### config.mk
export PLATFORM = sky130hd
export DESIGN_NAME = evf_tx_framer
export DESIGN_NICKNAME = d
export VERILOG_FILES = /design/src/rtl/evf_tx_pkg.sv /design/src/rtl/evf_event_fifo.sv /design/src/rtl/evf_tx_framer.sv
export SDC_FILE = /design/constraint.sdc
export NUM_CORES = 1
export LEC_CHECK = 0
export ABC_AREA = 1
export BUFFER_PORTS_ARGS = -buffer_cell sky130_fd_sc_hd__buf_2
export CAP_MARGIN = 0
export CORE_MARGIN = 3
export CORE_UTILIZATION = 54
export DETAILED_ROUTE_END_ITERATION = 10
export PLACE_DENSITY = 0.74
export SLEW_MARGIN = 20
export SYNTH_ARGS = -nofsm -noshare
export SYNTH_HDL_FRONTEND = slang
export SYNTH_SLANG_ARGS = --single-unit
### constraint.sdc
create_clock -name txClk -period 2.41 [get_ports txClk]
set_input_delay 0.1205 -clock txClk [delete_from_list [all_inputs] [get_ports txClk]]
set_output_delay 0.1205 -clock txClk [all_outputs]
set_load 0.005 [all_outputs]
### src/rtl/evf_tx_pkg.sv
// evf_tx_pkg: shared constants and types for the EVF transmit framer.
//   K28_5 / NULL_CODE  : special low-byte values (comma, "no event")
//   KFLAG_*            : dataIsK patterns for comma and data words
//   evf_word_t         : one 16-bit MGT word {dbus byte, event byte}
//   evf_sel_e          : which source feeds the low byte this cycle
package evf_tx_pkg;

  localparam logic [7:0] K28_5       = 8'hBC;
  localparam logic [7:0] NULL_CODE   = 8'h00;
  localparam logic [1:0] KFLAG_COMMA = 2'b01;
  localparam logic [1:0] KFLAG_DATA  = 2'b00;

  typedef struct packed {
    logic [7:0] dbus;
    logic [7:0] ev;
  } evf_word_t;

  // Listed in priority order.
  typedef enum logic [1:0] {
    SEL_FLUSH,
    SEL_COMMA,
    SEL_EVENT,
    SEL_IDLE
  } evf_sel_e;

endpackage

### src/rtl/evf_event_fifo.sv
// evf_event_fifo: synchronous event-code FIFO with show-ahead head.
//   clk, rst_n  : clock, async active-low reset
//   flush_i     : empties the FIFO (wins over wr_i/rd_i)
//   wr_i/wdata_i: push one code; caller guarantees !full_o or rd_i
//   rd_i        : pop head_o; caller guarantees !empty_o
//   head_o      : oldest queued code, valid while !empty_o
//   level_o     : occupancy 0..2**AW
//   full_o/empty_o
module evf_event_fifo #(
  parameter int AW = 4
) (
  input  logic          clk,
  input  logic          rst_n,
  input  logic          flush_i,
  input  logic          wr_i,
  input  logic [7:0]    wdata_i,
  input  logic          rd_i,
  output logic [7:0]    head_o,
  output logic [AW:0]   level_o,
  output logic          full_o,
  output logic          empty_o
);

  localparam int          DEPTH = 1 << AW;
  localparam logic [AW:0] ONE   = {{AW{1'b0}}, 1'b1};

  logic [7:0]  mem_q [DEPTH];
  logic [AW:0] wptr_q, rptr_q;

  // Extra MSB on each pointer separates full from empty when the
  // address bits match.
  always_ff @(posedge clk or negedge rst_n) begin
    if (!rst_n) begin
      wptr_q <= '0;
      rptr_q <= '0;
    end else if (flush_i) begin
      wptr_q <= '0;
      rptr_q <= '0;
    end else begin
      if (wr_i) wptr_q <= wptr_q + ONE;
      if (rd_i) rptr_q <= rptr_q + ONE;
    end
  end

  // Full-with-pop overwrites the slot being read; the head is consumed at
  // this same edge, so the old value is never needed afterwards.
  always_ff @(posedge clk) begin
    if (wr_i && !flush_i) mem_q[wptr_q[AW-1:0]] <= wdata_i;
  end

  assign head_o  = mem_q[rptr_q[AW-1:0]];
  assign level_o = wptr_q - rptr_q;
  assign empty_o = (wptr_q == rptr_q);
  assign full_o  = (wptr_q[AW] != rptr_q[AW]) &&
                   (wptr_q[AW-1:0] == rptr_q[AW-1:0]);

endmodule

### src/rtl/evf_tx_framer.sv
// evf_tx_framer: builds the 16-bit 8b10b input word stream for the EVF MGT.
//   txClk, txRst_n   : TX user clock, async active-low reset
//   mgtReady         : link up; low forces commas and flushes the queue
//   evStrobe/evCode  : event code input; evReady = !full && mgtReady
//   dbus             : distributed-bus byte, sent in the high byte each word
//   clearStatus      : clears evOverflow/dropCount (a same-cycle drop wins)
//   txCode/dataIsK   : registered word and K flags to the MGT
//   fifoLevel        : event FIFO occupancy
//   evOverflow       : sticky drop flag; dropCount: saturating drop count
module evf_tx_framer
  import evf_tx_pkg::*;
#(
  parameter int FIFO_AW      = 4,
  parameter int COMMA_PERIOD = 32
) (
  input  logic               txClk,
  input  logic               txRst_n,
  input  logic               mgtReady,
  input  logic               evStrobe,
  input  logic [7:0]         evCode,
  output logic               evReady,
  input  logic [7:0]         dbus,
  input  logic               clearStatus,
  output logic [15:0]        txCode,
  output logic [1:0]         dataIsK,
  output logic [FIFO_AW:0]   fifoLevel,
  output logic               evOverflow,
  output logic [7:0]         dropCount
);

  localparam logic [7:0] CNT_LAST = 8'(COMMA_PERIOD - 1);

  evf_sel_e   sel;
  evf_word_t  word_q, word_d;
  logic [1:0] k_q, k_d;
  logic [7:0] cnt_q, cnt_d;
  logic       ovf_q, ovf_d;
  logic [7:0] drops_q, drops_d;
  logic       run_q;

  logic       code_ok, fifo_wr, fifo_rd, drop;
  logic       full, empty;
  logic [7:0] head;

  evf_event_fifo #(.AW(FIFO_AW)) u_fifo (
    .clk     (txClk),
    .rst_n   (txRst_n),
    .flush_i (!mgtReady),
    .wr_i    (fifo_wr),
    .wdata_i (evCode),
    .rd_i    (fifo_rd),
    .head_o  (head),
    .level_o (fifoLevel),
    .full_o  (full),
    .empty_o (empty)
  );

  always_comb begin
    sel = SEL_IDLE;
    if (!mgtReady)              sel = SEL_FLUSH;
    else if (cnt_q == CNT_LAST) sel = SEL_COMMA;
    else if (!empty)            sel = SEL_EVENT;
  end

  // A pop in the same cycle frees a slot, so a full FIFO still accepts.
  assign fifo_rd = (sel == SEL_EVENT);
  assign code_ok = evStrobe && (evCode != NULL_CODE) && mgtReady;
  assign fifo_wr = code_ok && (!full || fifo_rd);
  assign drop    = code_ok && full && !fifo_rd;

  always_comb begin
    word_d.dbus = dbus;
    word_d.ev   = NULL_CODE;
    k_d         = KFLAG_DATA;
    cnt_d       = cnt_q + 8'd1;
    case (sel)
      SEL_FLUSH, SEL_COMMA: begin
        word_d.ev = K28_5;
        k_d       = KFLAG_COMMA;
        cnt_d     = '0;
      end
      SEL_EVENT: word_d.ev = head;
      default:   ;
    endcase
  end

  // Clear first, then apply the drop, so a coincident drop leaves count 1.
  always_comb begin
    ovf_d   = ovf_q;
    drops_d = drops_q;
    if (clearStatus) begin
      ovf_d   = 1'b0;
      drops_d = '0;
    end
    if (drop) begin
      ovf_d = 1'b1;
      if (drops_d != 8'hFF) drops_d = drops_d + 8'd1;
    end
  end

  always_ff @(posedge txClk or negedge txRst_n) begin
    if (!txRst_n) begin
      word_q  <= '{dbus: 8'h00, ev: K28_5};
      k_q     <= KFLAG_COMMA;
      cnt_q   <= '0;
      ovf_q   <= 1'b0;
      drops_q <= '0;
      run_q   <= 1'b0;
    end else begin
      word_q  <= word_d;
      k_q     <= k_d;
      cnt_q   <= cnt_d;
      ovf_q   <= ovf_d;
      drops_q <= drops_d;
      run_q   <= 1'b1;
    end
  end

  // run_q keeps evReady low while reset is held.
  assign evReady    = run_q && mgtReady && !full;
  assign txCode     = word_q;
  assign dataIsK    = k_q;
  assign evOverflow = ovf_q;
  assign dropCount  = drops_q;

endmodule

== Yosys cells after proc, flatten, opt, wreduce, memory -nomap -nowiden ==
Memory sizes are Yosys's and may differ from the RTL's.
Cells that the tools add are included.
Storage, ports and cells
  register bits: 46
  bits in writable memories: 128
  output and inout port bits: 33
  memories kept: 1
Memory list
  u_fifo.mem_q: depth 16, width 8, rd ports 1, clocked after Yosys merged registers in 0, write ports 1, line evf_event_fifo.sv:27  | logic [7:0] mem_q [DEPTH];
Cells by class
  add/subtract/negate cells: 5
  equality and inequality tests: 9
  multiplexer cells: 17
  reductions and logical operators: 16
Operator list (number)
  two-way mux 8 bit: 4
  two-way mux 5 bit: 4
  adder 8 x 1 -> 8 bit, second input constant: 2
  case mux 8 bit (2 select lines): 1
  adder 5 x 1 -> 5 bit, second input constant: 2
  logical AND 1 bit: 9
  equality test 8 x 5 -> 1 bit, second input constant: 1
  inequality test 8 bit, second input constant: 1
  nonzero test 8 bit: 1
  two-way mux 1 bit: 6
  equality test 5 bit: 1
  subtractor 5 bit: 1
  equality test 4 bit: 1
  two-way mux 2 bit: 2
  inequality test 2 x 1 -> 1 bit, second input constant: 2
  equality test 2 x 1 -> 1 bit, second input constant: 1
  equality test 2 bit, second input constant: 1
  logical NOT 1 bit: 2
  logical NOT 2 bit: 1
  nonzero test 2 bit: 1
  OR reduction 2 bit: 1
  logical OR 1 bit: 1
  inequality test 1 bit: 1

== Depth between registers and ports, before layout ==
  depth in word-level cells: 10
  depth in mapped cells: 12
  gate-level depth less buffers: 11

== Cells and area by module ==
Synthesis repeated with hierarchy kept, for this count alone.
Unflattened totals
  cells, all modules: 848
  area, all modules: 7995.2 um^2
Modules (own cells, without submodules)
  evf_event_fifo: instances 1, cells an instance 647, area each 6304.8 um^2, sequential area each 4093.9 um^2
  evf_tx_framer: instances 1, cells an instance 201, area each 1690.4 um^2, sequential area each 883.3 um^2

== Worst setup path before layout ==
No wires, ideal clock.
  path type: reg-to-reg
  start point: register u_fifo.rptr_q[3]
  end point: memory u_fifo.mem_q[3][0], enable pin
  setup time: 0.370 ns
  data arrival time: 1.959 ns
  slack: 0.081 ns
  cell stages (with the launch flop): 13
  clock period less this slack: 2.329 ns
  path through: dfrtp_1 inv_1 clkbuf_1 ha_1 nand2_2 nor2_4 inv_2 nor2_4 nand2_4 nand2_4 inv_4 nand2_2 nor2_1
On the way
  longest elaborated chain between the ends: 10
  elaborated cells between the ends (all ways): 13
  those cells by class: eq/ne: 3; mux: 5; reduce/logical: 5
RTL lines
  start, declared: line evf_event_fifo.sv:28  | logic [AW:0] wptr_q, rptr_q;
  start signal, assigned: line evf_event_fifo.sv:41  | if (rd_i) rptr_q <= rptr_q + ONE;
  equality test 5 bit: line evf_event_fifo.sv:53  | assign empty_o = (wptr_q == rptr_q);
  two-way mux 1 bit: line evf_tx_framer.sv:62  | else if (!empty) sel = SEL_EVENT;
  two-way mux 2 bit: line evf_tx_framer.sv:61  | else if (cnt_q == CNT_LAST) sel = SEL_COMMA;
  two-way mux 2 bit: line evf_tx_framer.sv:60  | if (!mgtReady) sel = SEL_FLUSH;
  equality test 2 bit: line evf_tx_framer.sv:66  | assign fifo_rd = (sel == SEL_EVENT);
  logical OR 1 bit *: line evf_tx_framer.sv:68  | assign fifo_wr = code_ok && (!full || fifo_rd);
  logical AND 1 bit *: line evf_tx_framer.sv:68
  logical AND 1 bit *: line evf_event_fifo.sv:48  | if (wr_i && !flush_i) mem_q[wptr_q[AW-1:0]] <= wdata_i;
  two-way mux 1 bit *: line evf_event_fifo.sv:48
  two-way mux 1 bit (implied by the code) *: line evf_event_fifo.sv:48
  end, declared: line evf_event_fifo.sv:27
Mark *: on every way between the ends. The rest lies on a longest branch, timed or not.

== Worst setup path after layout ==
  start point: register u_fifo.wptr_q[0]
  end point: output port fifoLevel[4]
On the way
  longest elaborated chain between the ends: 1
RTL lines
  start, declared: line evf_event_fifo.sv:28
  start signal, assigned: line evf_event_fifo.sv:40  | if (wr_i) wptr_q <= wptr_q + ONE;
  subtractor 5 bit: line evf_event_fifo.sv:52  | assign level_o = wptr_q - rptr_q;
  end, declared: line evf_tx_framer.sv:26  | output logic [FIFO_AW:0] fifoLevel,
No other way between the ends.

==> flow_metrics.tcl <==
set metrics [dict create \
    fin_cells 1003 \
    synth_nets 762 \
    ys_ff_latch 173 \
    layout.area.seq_mm2 0.004979 \
    synth_top_family_by_area "simple AND/OR/NAND/NOR gates" \
    synth_simple_gate_area_share_pct 24.33 \
    clk_latency_ps 430 \
    grt_max_degree 68 \
    maxSlewViolCount 0 \
    synthXorXnorAreaFrac_pct 0.9242 \
    crit_fanout 5 \
    skew_ps 7.606 \
    status "finished, final reports clean" \
    rsz0062_at_grt "no" \
    wirelength_um 18420 \
    synth_top_area_share_pct 50.70 \
    antenna_found_initial 0 \
    synth-compound-area-share_pct 2.443 \
    h-tree-depth 4 \
    critPathLaunchType "flop" \
    period_minus_slack_ps 2259 \
    tightest_slew_ps 693.7 \
    place_congestion 0.9373 \
    ir_worst_vdd_mv 0.8161 \
    rows 42 \
    path_clk_slew_ps 70 \
    cap_violations 0 \
    wl_per_cell_um 18.37 \
    final-setup-viol-count 0 \
    synth_edf_count 128 \
    p_leak_nw 3.802 \
    fmax_mhz 442.7 \
    cts_setup_buffers 0 \
    antenna_left 0 \
    synthTopCellsByCount "nand2_1, edfxtp_1, nand3_1" \
    synth_top_area_cell "edfxtp_1" \
    fillers 1011 \
    pre_cts_ws_ps 277.8 \
    power_density_mw_per_mm2 935.2 \
    placed_cells 961 \
    cts.sinks 173 \
    start_util_pct 56.13 \
    layout_setup_ws_ps 151.2 \
    drive_gt1_share_pct 18.86 \
    dp_hpwl_um 12010 \
    required_ps 2290 \
    num_antenna_cells 0 \
    drtPass1Iterations 5 \
    place_area_mm2 0.008159 \
    synth_cells 729 \
    ys_top_cells_by_area "edfxtp_1, dfrtp_1, nand2_1, nand3_1, nor2_1" \
    grt_usage_pct 24.34 \
    portBuffers 52 \
    cp-end-kind "output port" \
    fp.dieH_um 124.5 \
    postLayoutCellArea_mm2 0.008901 \
    worstSetupPathType "reg2out" \
    synthAdderAreaFrac_pct 2.080 \
    yosysMostFrequentCell "nand2_1" \
    syn_area_per_cell_um2 10.40 \
    grt_pass1_wl_um 29190 \
    first_iter_violations 547 \
    cts_buffers 17 \
    root_buffer "clkbuf_16" \
    grt.overflow.total 0 \
    cts_tree "built" \
    synth_warnings 0 \
    nNetsFinal 847 \
    cp_data_arrival_time_ps 2140 \
    relSlewSlack_pct 53.76 \
    io-pin-count 54 \
    yosysUniqueCellTypes 32 \
    die_w_um 124.5 \
    vias 5524 \
    hold_viol_final 0 \
    core_mm2 0.01351 \
    die_area_mm2 0.01550 \
    synth_mux_area_share_pct 0 \
    hold_path_class "in2reg" \
    multi_input_area_mm2 0.002265 \
    seq_area_frac_synth_pct 65.65 \
    finalSetupTns_ps 0 \
    viasPerCell 5.507 \
    clockBufferDepth 2 \
    async_flop_share_pct 26.01 \
    utilization_pct 65.91 \
    whs_path_depth 3 \
    drc_errors 0 \
    synth_ff_type "edfxtp_1" \
    first_global_vias 5356 \
    ff2ff_path_depth 11 \
    area_growth_pct 17.41 \
    timing.final.crit_share_pct 93.72 \
    netlist_area_mm2 0.007581 \
]
-- kinds of logic (layout without fill, tap and decap cells) --
group,count (synthesis),in the layout
simple gates,420,420
flops,173,173
buf+inv,77,175
compound gates,37,37
fa+ha+maj,12,12
xor+xnor,8,8
other cells,2,2
-- metal layers --
layer  global-route usage [%]  part of all wire [%]
met1                    33.68                    42
met2                    39.38                    49
met3                    5.617                   7.9
met4                    6.125                   1.0
met5                        0                     0
-- what timing repair did --
action | in CTS | in global routing
hold buffers | 10 | 0
hold endpoints to repair | 48 | 0
gates resized for setup | 0 | 0
-- worst max-delay path: stages (launching register included) --
cell	delay, ps
dfrtp_1	420
inv_1	120
ha_1	230
fa_1	410
o21ai_0	240
xor2_1	160
buf_2	130
-- final timing paths --
kind	to	start	slack (ps)
min in group asynchronous	dropCount[3]$_DFF_PN0_	txRst_n	240
setup reg to reg	u_fifo.mem_q[8][2]$_DFFE_PP_	u_fifo.wptr_q[2]$_DFFE_PN0P_	240
hold / removal	u_fifo.rptr_q[3]$_DFFE_PN0P_	mgtReady	100
hold reg to reg	cnt_q[0]$_DFF_PN0_	cnt_q[0]$_DFF_PN0_	460
max in group asynchronous	u_fifo.rptr_q[0]$_DFFE_PN0P_	txRst_n	1760
setup / recovery	fifoLevel[4]	u_fifo.wptr_q[0]$_DFFE_PN0P_	150
-- cell usage in the layout (no fill, tap or decap), types with 2 or more instances in the layout --
master / count
inv_8: 3
nand3_2: 3
nand3b_1: 3
inv_1: 41
clkbuf_16: 17
nor2_4: 4
conb_1: 2
xor2_1: 7
bufinv_16: 3
o21ai_1: 3
dfstp_2: 6
edfxtp_1: 128
nand2_4: 5
nor2_1: 57
nand2_1: 228
nand4_1: 2
o21ai_0: 20
nor2_2: 4
dfrtp_1: 38
nor3_1: 2
inv_2: 7
inv_6: 3
nand3_1: 102
nand2_2: 9
clkinv_4: 3
ha_1: 11
dlygate4sd3_1: 10
buf_2: 51
buf_4: 31
a21oi_1: 14
-- power breakdown --
group	switching (W)	internal [W]
Clock	0.00121	0.00170
Sequential	0.0000429	0.00333
Combinational	0.00139	0.000652
-- cell type report --
cell class	instances	share of cell area, %
inverter	50	2.137
timing repair buffer	93	6.832
multi-input combinational	479	25.44
sequential	173	55.93
clock inverter	14	2.249
tap	176	2.474
clock buffer	18	4.934
-- metrics by stage --
| stage | hold WS, ps | power [W] |
|---|---|---|
| 2_1_floorplan | -175.1 | 0.004773 |
| 3_3_place_gp | 228.5 | 0.005359 |
| 3_5_place_dp | 230.4 | 0.005418 |
| 4_1_cts | 84.06 | 0.008340 |
| 5_1_grt | 98.12 | 0.008714 |
| 6_report | 99.01 | 0.008324 |
-- sequential cells by signal (all words and copies together) (netlist names) --
signal and cells:
u_fifo.mem_q 128, txCode 16, cnt_q 8, dropCount 8, u_fifo.rptr_q 5, u_fifo.wptr_q 5, dataIsK 1, evOverflow 1
run_q 1
Power figures use the tool's default switching activity.
